--- config.mk ---
export PLATFORM = sky130hd
export DESIGN_NAME = fpu_share_arb
export DESIGN_NICKNAME = d
export VERILOG_FILES = /design/src/rtl/fpu_share_arb.sv
export SDC_FILE = /design/constraint.sdc
export NUM_CORES = 1
export LEC_CHECK = 0
export CORE_AREA = 2 2 110 112
export DETAILED_ROUTE_END_ITERATION = 8
export DIE_AREA = 0 0 112 114
export PLACE_DENSITY = 0.78
export SKIP_CTS_REPAIR_TIMING = 1
export SLEW_MARGIN = 25
export SYNTH_ARGS = -nofsm -noshare
export SYNTH_HDL_FRONTEND = slang
export SYNTH_SLANG_ARGS = --single-unit
export TNS_END_PERCENT = 100
--- constraint.sdc ---
create_clock -name clk_i -period 3.78 [get_ports clk_i]
set_input_delay 0.756 -clock clk_i [delete_from_list [all_inputs] [get_ports clk_i]]
set_output_delay 0.756 -clock clk_i [all_outputs]
set_load 0.05 [all_outputs]
--- src/rtl/fpu_share_arb.sv ---
// Round-robin sequencer that time-shares one combinational bfloat16 FPU
// between N_REQ requesters: accept, execute for one cycle, return result.
module fpu_share_arb #(
    parameter int N_REQ = 4,
    parameter int IDW   = 3
) (
    input  logic                  clk_i,
    input  logic                  rst_ni,
    input  logic [N_REQ-1:0]      req_valid_i,
    output logic [N_REQ-1:0]      req_ready_o,
    input  logic [4*N_REQ-1:0]    req_op_i,
    input  logic [16*N_REQ-1:0]   req_in1_i,
    input  logic [16*N_REQ-1:0]   req_in2_i,
    output logic [N_REQ-1:0]      rsp_valid_o,
    input  logic [N_REQ-1:0]      rsp_ready_i,
    output logic [15:0]           rsp_data_o,
    output logic                  rsp_overflow_o,
    output logic                  rsp_err_o,
    output logic [3:0]            fpu_op_o,
    output logic [15:0]           fpu_in1_o,
    output logic [15:0]           fpu_in2_o,
    input  logic [15:0]           fpu_out_i,
    input  logic                  fpu_overflow_i,
    output logic                  busy_o,
    output logic [IDW-1:0]        grant_id_o
);

    localparam logic [15:0] QNAN = 16'h7FC0;

    typedef enum logic [1:0] {
        IDLE,
        EXEC,
        RESP
    } state_t;

    state_t         state;
    logic [IDW-1:0] ptr;
    logic [IDW-1:0] owner;
    logic [IDW-1:0] pick;
    logic [IDW-1:0] next_ptr;
    logic           found;
    logic [N_REQ-1:0] rot;
    logic [3:0]     op_sel;
    logic [15:0]    in1_sel;
    logic [15:0]    in2_sel;
    logic           rsp_done;

    function automatic logic [IDW-1:0] wrap_add(
        input logic [IDW-1:0] base,
        input int             k
    );
        logic [IDW:0] s;
        s = {1'b0, base} + (IDW+1)'(k);
        if (s >= (IDW+1)'(N_REQ)) begin
            s = s - (IDW+1)'(N_REQ);
        end
        return s[IDW-1:0];
    endfunction

    // Rotate valids so bit 0 is the requester at ptr; lowest set bit wins.
    assign rot = N_REQ'({req_valid_i, req_valid_i} >> ptr);

    always_comb begin
        found = 1'b0;
        pick  = '0;
        for (int k = N_REQ - 1; k >= 0; k--) begin
            if (rot[k]) begin
                found = 1'b1;
                pick  = wrap_add(ptr, k);
            end
        end
    end

    assign next_ptr = wrap_add(pick, 1);
    assign op_sel   = 4'(req_op_i >> (4 * pick));
    assign in1_sel  = 16'(req_in1_i >> (16 * pick));
    assign in2_sel  = 16'(req_in2_i >> (16 * pick));
    assign rsp_done = |(rsp_ready_i & rsp_valid_o);

    always_comb begin
        req_ready_o = '0;
        if (rst_ni && state == IDLE && found) begin
            req_ready_o = N_REQ'(1) << pick;
        end
    end

    assign busy_o     = (state != IDLE);
    assign grant_id_o = owner;

    always_ff @(posedge clk_i or negedge rst_ni) begin
        if (!rst_ni) begin
            state          <= IDLE;
            ptr            <= '0;
            owner          <= '0;
            fpu_op_o       <= '0;
            fpu_in1_o      <= '0;
            fpu_in2_o      <= '0;
            rsp_valid_o    <= '0;
            rsp_data_o     <= '0;
            rsp_overflow_o <= 1'b0;
            rsp_err_o      <= 1'b0;
        end else begin
            unique case (state)
                IDLE: begin
                    if (found) begin
                        owner     <= pick;
                        ptr       <= next_ptr;
                        fpu_in1_o <= in1_sel;
                        fpu_in2_o <= in2_sel;
                        // An illegal op never reaches the FPU.
                        fpu_op_o  <= $onehot(op_sel) ? op_sel : 4'b0000;
                        state     <= EXEC;
                    end
                end
                EXEC: begin
                    if (|fpu_op_o) begin
                        rsp_data_o     <= fpu_out_i;
                        rsp_overflow_o <= fpu_overflow_i;
                        rsp_err_o      <= 1'b0;
                    end else begin
                        rsp_data_o     <= QNAN;
                        rsp_overflow_o <= 1'b0;
                        rsp_err_o      <= 1'b1;
                    end
                    fpu_op_o    <= '0;
                    rsp_valid_o <= N_REQ'(1) << owner;
                    state       <= RESP;
                end
                RESP: begin
                    if (rsp_done) begin
                        rsp_valid_o <= '0;
                        state       <= IDLE;
                    end
                end
                default: begin
                    state <= IDLE;
                end
            endcase
        end
    end

endmodule

* Word level (Yosys, flattened, before mapping)
Index checks and enable logic that the tools add are counted.
Word-level totals: output and inout bits 66, flip-flop bits (word level) 66, logic and storage cells 76, input port bits 171
Operators by class: reductions and logical operators 12, equality and inequality tests 5, shift-type cells 6, bitwise operators 1, $add $sub $neg 12, mux-type cells 25, $lt $le $gt $ge 5
Operators by type and width (count):
- right shift 64 x 7 -> 16 bit | 2
- two-way mux 3 bit | 9
- greater-or-equal comparator 4 x 3 -> 1 bit, second input constant | 4
- two-way mux 16 bit | 1
- two-way mux 4 bit | 4
- one-hot mux 4 bit (2 select lines) | 2
- right shift 16 x 5 -> 4 bit | 1
- subtractor 3 bit, second input constant | 5
- adder 3 x 1 -> 4 bit, second input constant | 2
- adder 3 x 2 -> 4 bit, second input constant | 2
- AND reduction 2 bit | 4
- OR reduction 4 bit | 2
- << shifter 1 x 3 -> 4 bit, first input constant | 2
- right shift 8 x 3 -> 4 bit | 1
- two-way mux 1 bit | 6
- one-hot mux 2 bit (3 select lines) | 1
- nonzero test 2 bit | 3
- adder 1 x 1 -> 2 bit | 2
- bitwise AND 4 bit | 1
- two-way mux 2 bit | 2
- inequality test 2 bit, second input constant | 2
- adder 2 x 2 -> 3 bit | 1
- equality test 3 x 1 -> 1 bit, second input constant | 1
- greater-or-equal comparator 3 bit, second input constant | 1
- other kinds (4) | 5

* Longest topological paths before layout
depth after elaboration 14, mapped depth 18, mapped depth without buffers 14

* Worst setup path before layout
Ideal clock, no wire load.
path kind input to register, start input req_valid_i[0], end register fpu_op_o[2], arrival time 4.176 ns, required time 3.690 ns, stages 16, slack -0.486 ns, cells stage by stage nand2b_1 mux4_2 a2111oi_2 or2_1 buf_6 inv_4 buf_6 mux2i_1 mux2_1 fa_1 inv_1 ha_1 ha_1 nor4b_1 nand2_1 o221ai_1
On the way: longest elaborated chain between the ends 12, elaborated cells between the ends (all ways) 19, those cells by class 3 x add/sub; 2 x eq/ne; 2 x shift; 11 x mux; 1 x reduce/logical
RTL lines:
- start: declaration | RTL line 9 | input logic [N_REQ-1:0] req_valid_i,
- right shift 8 x 3 -> 4 bit (*) | RTL line 61 | assign rot = N_REQ'({req_valid_i, req_valid_i} >> ptr);
- two-way mux 3 bit (3 in a row) | RTL line 67 | if (rot[k]) begin
- two-way mux 3 bit (*) | RTL line 67
- via pick[0] | RTL line 39 | logic [IDW-1:0] pick;
- right shift 16 x 5 -> 4 bit (*) | RTL line 75 | assign op_sel = 4'(req_op_i >> (4 * pick));
- adder 1 x 1 -> 2 bit (not written as such) | RTL line 111 | fpu_op_o <= $onehot(op_sel) ? op_sel : 4'b0000;
- adder 2 x 2 -> 3 bit (not written as such) | RTL line 111
- equality test 3 x 1 -> 1 bit | RTL line 111
- two-way mux 4 bit (*) | RTL line 111
- two-way mux 4 bit (*) | RTL line 105 | if (found) begin
- one-hot mux 4 bit (2 select lines) (*) | RTL line 103 | unique case (state)
- end signal: assignment | RTL line 111
- end: declaration | RTL line 19 | output logic [3:0] fpu_op_o,
Mark *: on every way through the listed nets, which the timed path passes. The rest lies on a longest branch. The select of a mux whose other input is x is not followed. A chain may end at the register's enable or synchronous reset.

* Final worst setup path
start input req_valid_i[0], end register fpu_op_o[2]
On the way: longest elaborated chain between the ends 12, elaborated cells between the ends (all ways) 19, those cells by class 3 x add/sub; 2 x eq/ne; 2 x shift; 11 x mux; 1 x reduce/logical
RTL lines (RTL line):
- right shift 8 x 3 -> 4 bit (*) | 61
- two-way mux 3 bit (4 in a row) | 67
- right shift 16 x 5 -> 4 bit | 75
- adder 1 x 1 -> 2 bit (not written as such) | 111
- adder 2 x 2 -> 3 bit (not written as such) | 111
- equality test 3 x 1 -> 1 bit | 111
- two-way mux 4 bit | 111
- two-way mux 4 bit | 105
- one-hot mux 4 bit (2 select lines) | 103
Every way passes the cells marked *; elsewhere a longest branch is shown, timed or not. The select of a mux whose other input is x is not followed.

==> impl_metrics.csv <==
group,metric,value,unit
run_status,status,"finished with violations",
run_status,violations,"setup timing",
timing,min_period,3980,ps
clock_network,cts_tree,"built",
final_layout,final_cell_area,0.00704,mm2
timing,setup_viol_count_final,4,
synthesis,syn-cell-area,0.00384,mm2
global_routing,grt_usage,0.200,
timing,worst_slack,-203,ps
clock_network,clk_pin_slew,60,ps
worst_setup_path,worstPathMaxFanout,7,
synthesis,ys_warn_count,0,
power,power.density,1000,mW/mm2
final_layout,layout.nets,791,
timing,drv_slew,0,
synthesis,synth-async-reset-ratio,1.00,
timing,fmax,251,MHz
global_routing,first_global_vias,4168,
final_layout,drive_gt1_frac,0.153,
detailed_routing,routedWlPerCell,17.2,um
synthesis,synth-seq-area-share,0.430,
worst_setup_path,r2r_cells,14,
global_routing,grt_pass1_wl,20400,um
worst_setup_path,worstPathRequired,4010,ps
synthesis,ys_top_cells_by_area,"dfrtp_1 43%, mux2i_1 20%, o221ai_1 8.2%",
placement,place_area,0.00654,mm2
die,rows,40,
global_routing,grt-ovfl-total,0,
final_layout,fillCellCount,997,
final_layout,utilization,0.601,
hold_path,min-delay-path-class,"in2async",
run,maxCapViolCount,0,
synthesis,synth_area_leader_cell,"dfrtp_1",
timing,finClkSkew,7.69,ps
power,vdd_drop_max,0.513,mV
detailed_routing,drc,0,
clock_network,htreeDepth,3,
detailed_routing,drtAntennaViolNets,0,
worst_setup_path,cp.arrival,4210,ps
detailed_routing,routed_wl,13100,um
die,die_w,112,um
detailed_routing,drtPass1Iterations,4,
synthesis,syn_nets,533,
synthesis,synth_top_cell_area_share,0.430,
worst_setup_path,crit_type,"in2reg",
detailed_routing,drt_iter0_markers,160,
die,die_area,0.0128,mm2
synthesis,syn_inst,353,
timing,relSlewSlack,0.454,
worst_setup_path,r2r_slack,-170,ps
timing,fin_crit_sh,1.05,
clock_network,cts_root_buffer,"clkbuf_16",
final_layout,area_growth,83.3,%
timing,final-hold-violation-count,0,
final_layout,antenna_cells,0,
die,io_pins,237,
synthesis,synth_flop_cell,"dfrtp_1",
clock_network,cts.sink_count,66,
power,p_total,7040,uW
synthesis,synth_edf_count,0,
synthesis,avgSynthCellArea,10.9,um2
global_routing,antenna_found_initial,0,
worst_setup_path,r2r_end,"fpu_op_o[2]",
placement,place_inst,744,
synthesis,synth_cell_types,44,
worst_setup_path,r2r_start,"ptr[2]",
worst_setup_path,cp-end-kind,"flip-flop",
placement,dp_slack,-988,ps
placement,io_buffer_count,236,
placement,hpwl,10200,um
timing,worst_pin_slew,812,ps
timing,grt_setup_unrepaired,"yes",
detailed_routing,avgViaCountPerCell,5.16,
synthesis,synth.ff_latch_count,66,
die,fp.dieH,114,um
clock_network,worstSkewPairLatency,320,ps
clock_network,cts_max_path_buffers,2,
worst_setup_path,startpoint_type,"input port",
final_layout,final_cells,763,
global_routing,grt_max_degree,46,
die,core,0.0117,mm2
die,initial_utilization,0.328,
clock_network,cts_buffers,9,
placement,gp_congestion,0.889,
power,leakage,0.00309,uW
detailed_routing,vias,3940,
## final cells by class
class,instances,area (um2),area share
multi-input combinational,251,2190,0.311
clock inverter,7,76.3,0.0108
sequential,66,1650,0.235
tap,147,184,0.0261
clock buffer,9,225,0.0320
timing repair buffer,270,2650,0.377
inverter,13,56.3,0.00800
## how the worst max path moves through the flow
stage | startpoint | to | slack (ps) | cells after the start
after floorplan | req_valid_i[0] | fpu_op_o[2] | -260 | 16
after global placement | req_valid_i[0] | fpu_op_o[2] | -820 | 15
after detailed placement | req_valid_i[3] | fpu_op_o[2] | -990 | 16
after CTS | req_valid_i[0] | fpu_op_o[2] | -670 | 16
after global routing | req_valid_i[0] | fpu_op_o[2] | -290 | 15
final | req_valid_i[0] | fpu_op_o[2] | -200 | 15
## logic make-up (layout without fill, tap and decap cells)
| group | Yosys count | count (layout) | share of synthesized area |
|---|---|---|---|
| other cells | 1 | 1 | 0.000976 |
| fa+ha+maj | 9 | 9 | 0.0313 |
| simple gates | 83 | 83 | 0.0971 |
| compound gates | 76 | 76 | 0.166 |
| flops | 66 | 66 | 0.430 |
| buf+inv | 36 | 299 | 0.0531 |
| mux | 82 | 82 | 0.221 |
## cells in the final DEF, fill, tap and decap left out, types with 3 or more instances in the layout
cell	count
nand2_1	50
o221ai_1	34
o22a_1	9
inv_2	6
inv_1	6
dfrtp_1	65
nor2_1	10
buf_4	33
a22o_1	10
mux2_4	3
o21ai_0	4
clkbuf_16	9
and3_1	4
clkdlybuf4s50_1	227
a21oi_1	5
ha_1	6
mux2i_1	71
buf_6	7
mux2i_4	6
## report_power, final
group	leakage [uW]	switching (uW)	internal [uW]	total (uW)
Clock	0.000142	316	514	830
Combinational	0.00214	2850	2120	4970
Sequential	0.000805	204	1040	1250
Total	0.00309	3370	3670	7040
## layer usage
metal  global-route usage  wire (um)  share of wire
met5                    0          0              0
met4               0.0553        221          0.017
met3               0.0563        997          0.076
met2                0.368       6980           0.53
met1                0.227       4900           0.37
## metrics by stage
step / setup TNS [ps] / hold slack, ps
after CTS: -3350 / 377
after global placement: -3760 / 469
after floorplan: -987 / 460
after detailed placement: -4690 / 476
after global routing: -1030 / 381
final: -723 / 369
## cells in the mapped netlist, types with 2 or more instances
cell and count:
mux4_2 2, o22a_1 9, nor4_1 2, nor2b_1 2
a22oi_1 2, inv_2 3, mux2i_1 77, and2_1 2
o21ai_0 5, a21oi_1 5, buf_4 2, a21o_1 2
mux2_1 2, buf_2 11, nand2b_1 3, nand2_1 52
and3_1 4, inv_1 9, dfrtp_1 66, a22o_1 10
buf_6 6, ha_1 8, o221ai_1 36, nor2_1 10
clkbuf_1 4
## flip-flops by register name, summed over array words and instances, names as in the netlist
name	flops
rsp_overflow_o	1
rsp_valid_o	4
fpu_in2_o	16
ptr	3
state	2
grant_id_o	3
rsp_data_o	16
rsp_err_o	1
fpu_op_o	4
fpu_in1_o	16
## worst max-delay path, cell delays in order
cell and delay [ps]:
buf_8 80, nand2b_4 40, mux4_2 510, a2111oi_4 360
or2_4 220, inv_8 50, mux2i_4 180, mux2_4 280
fa_1 570, inv_2 60, ha_4 160, ha_4 210
nor4b_4 340, nand2_2 150, o221ai_2 220
No activity file was read; power rests on OpenSTA's default activity.
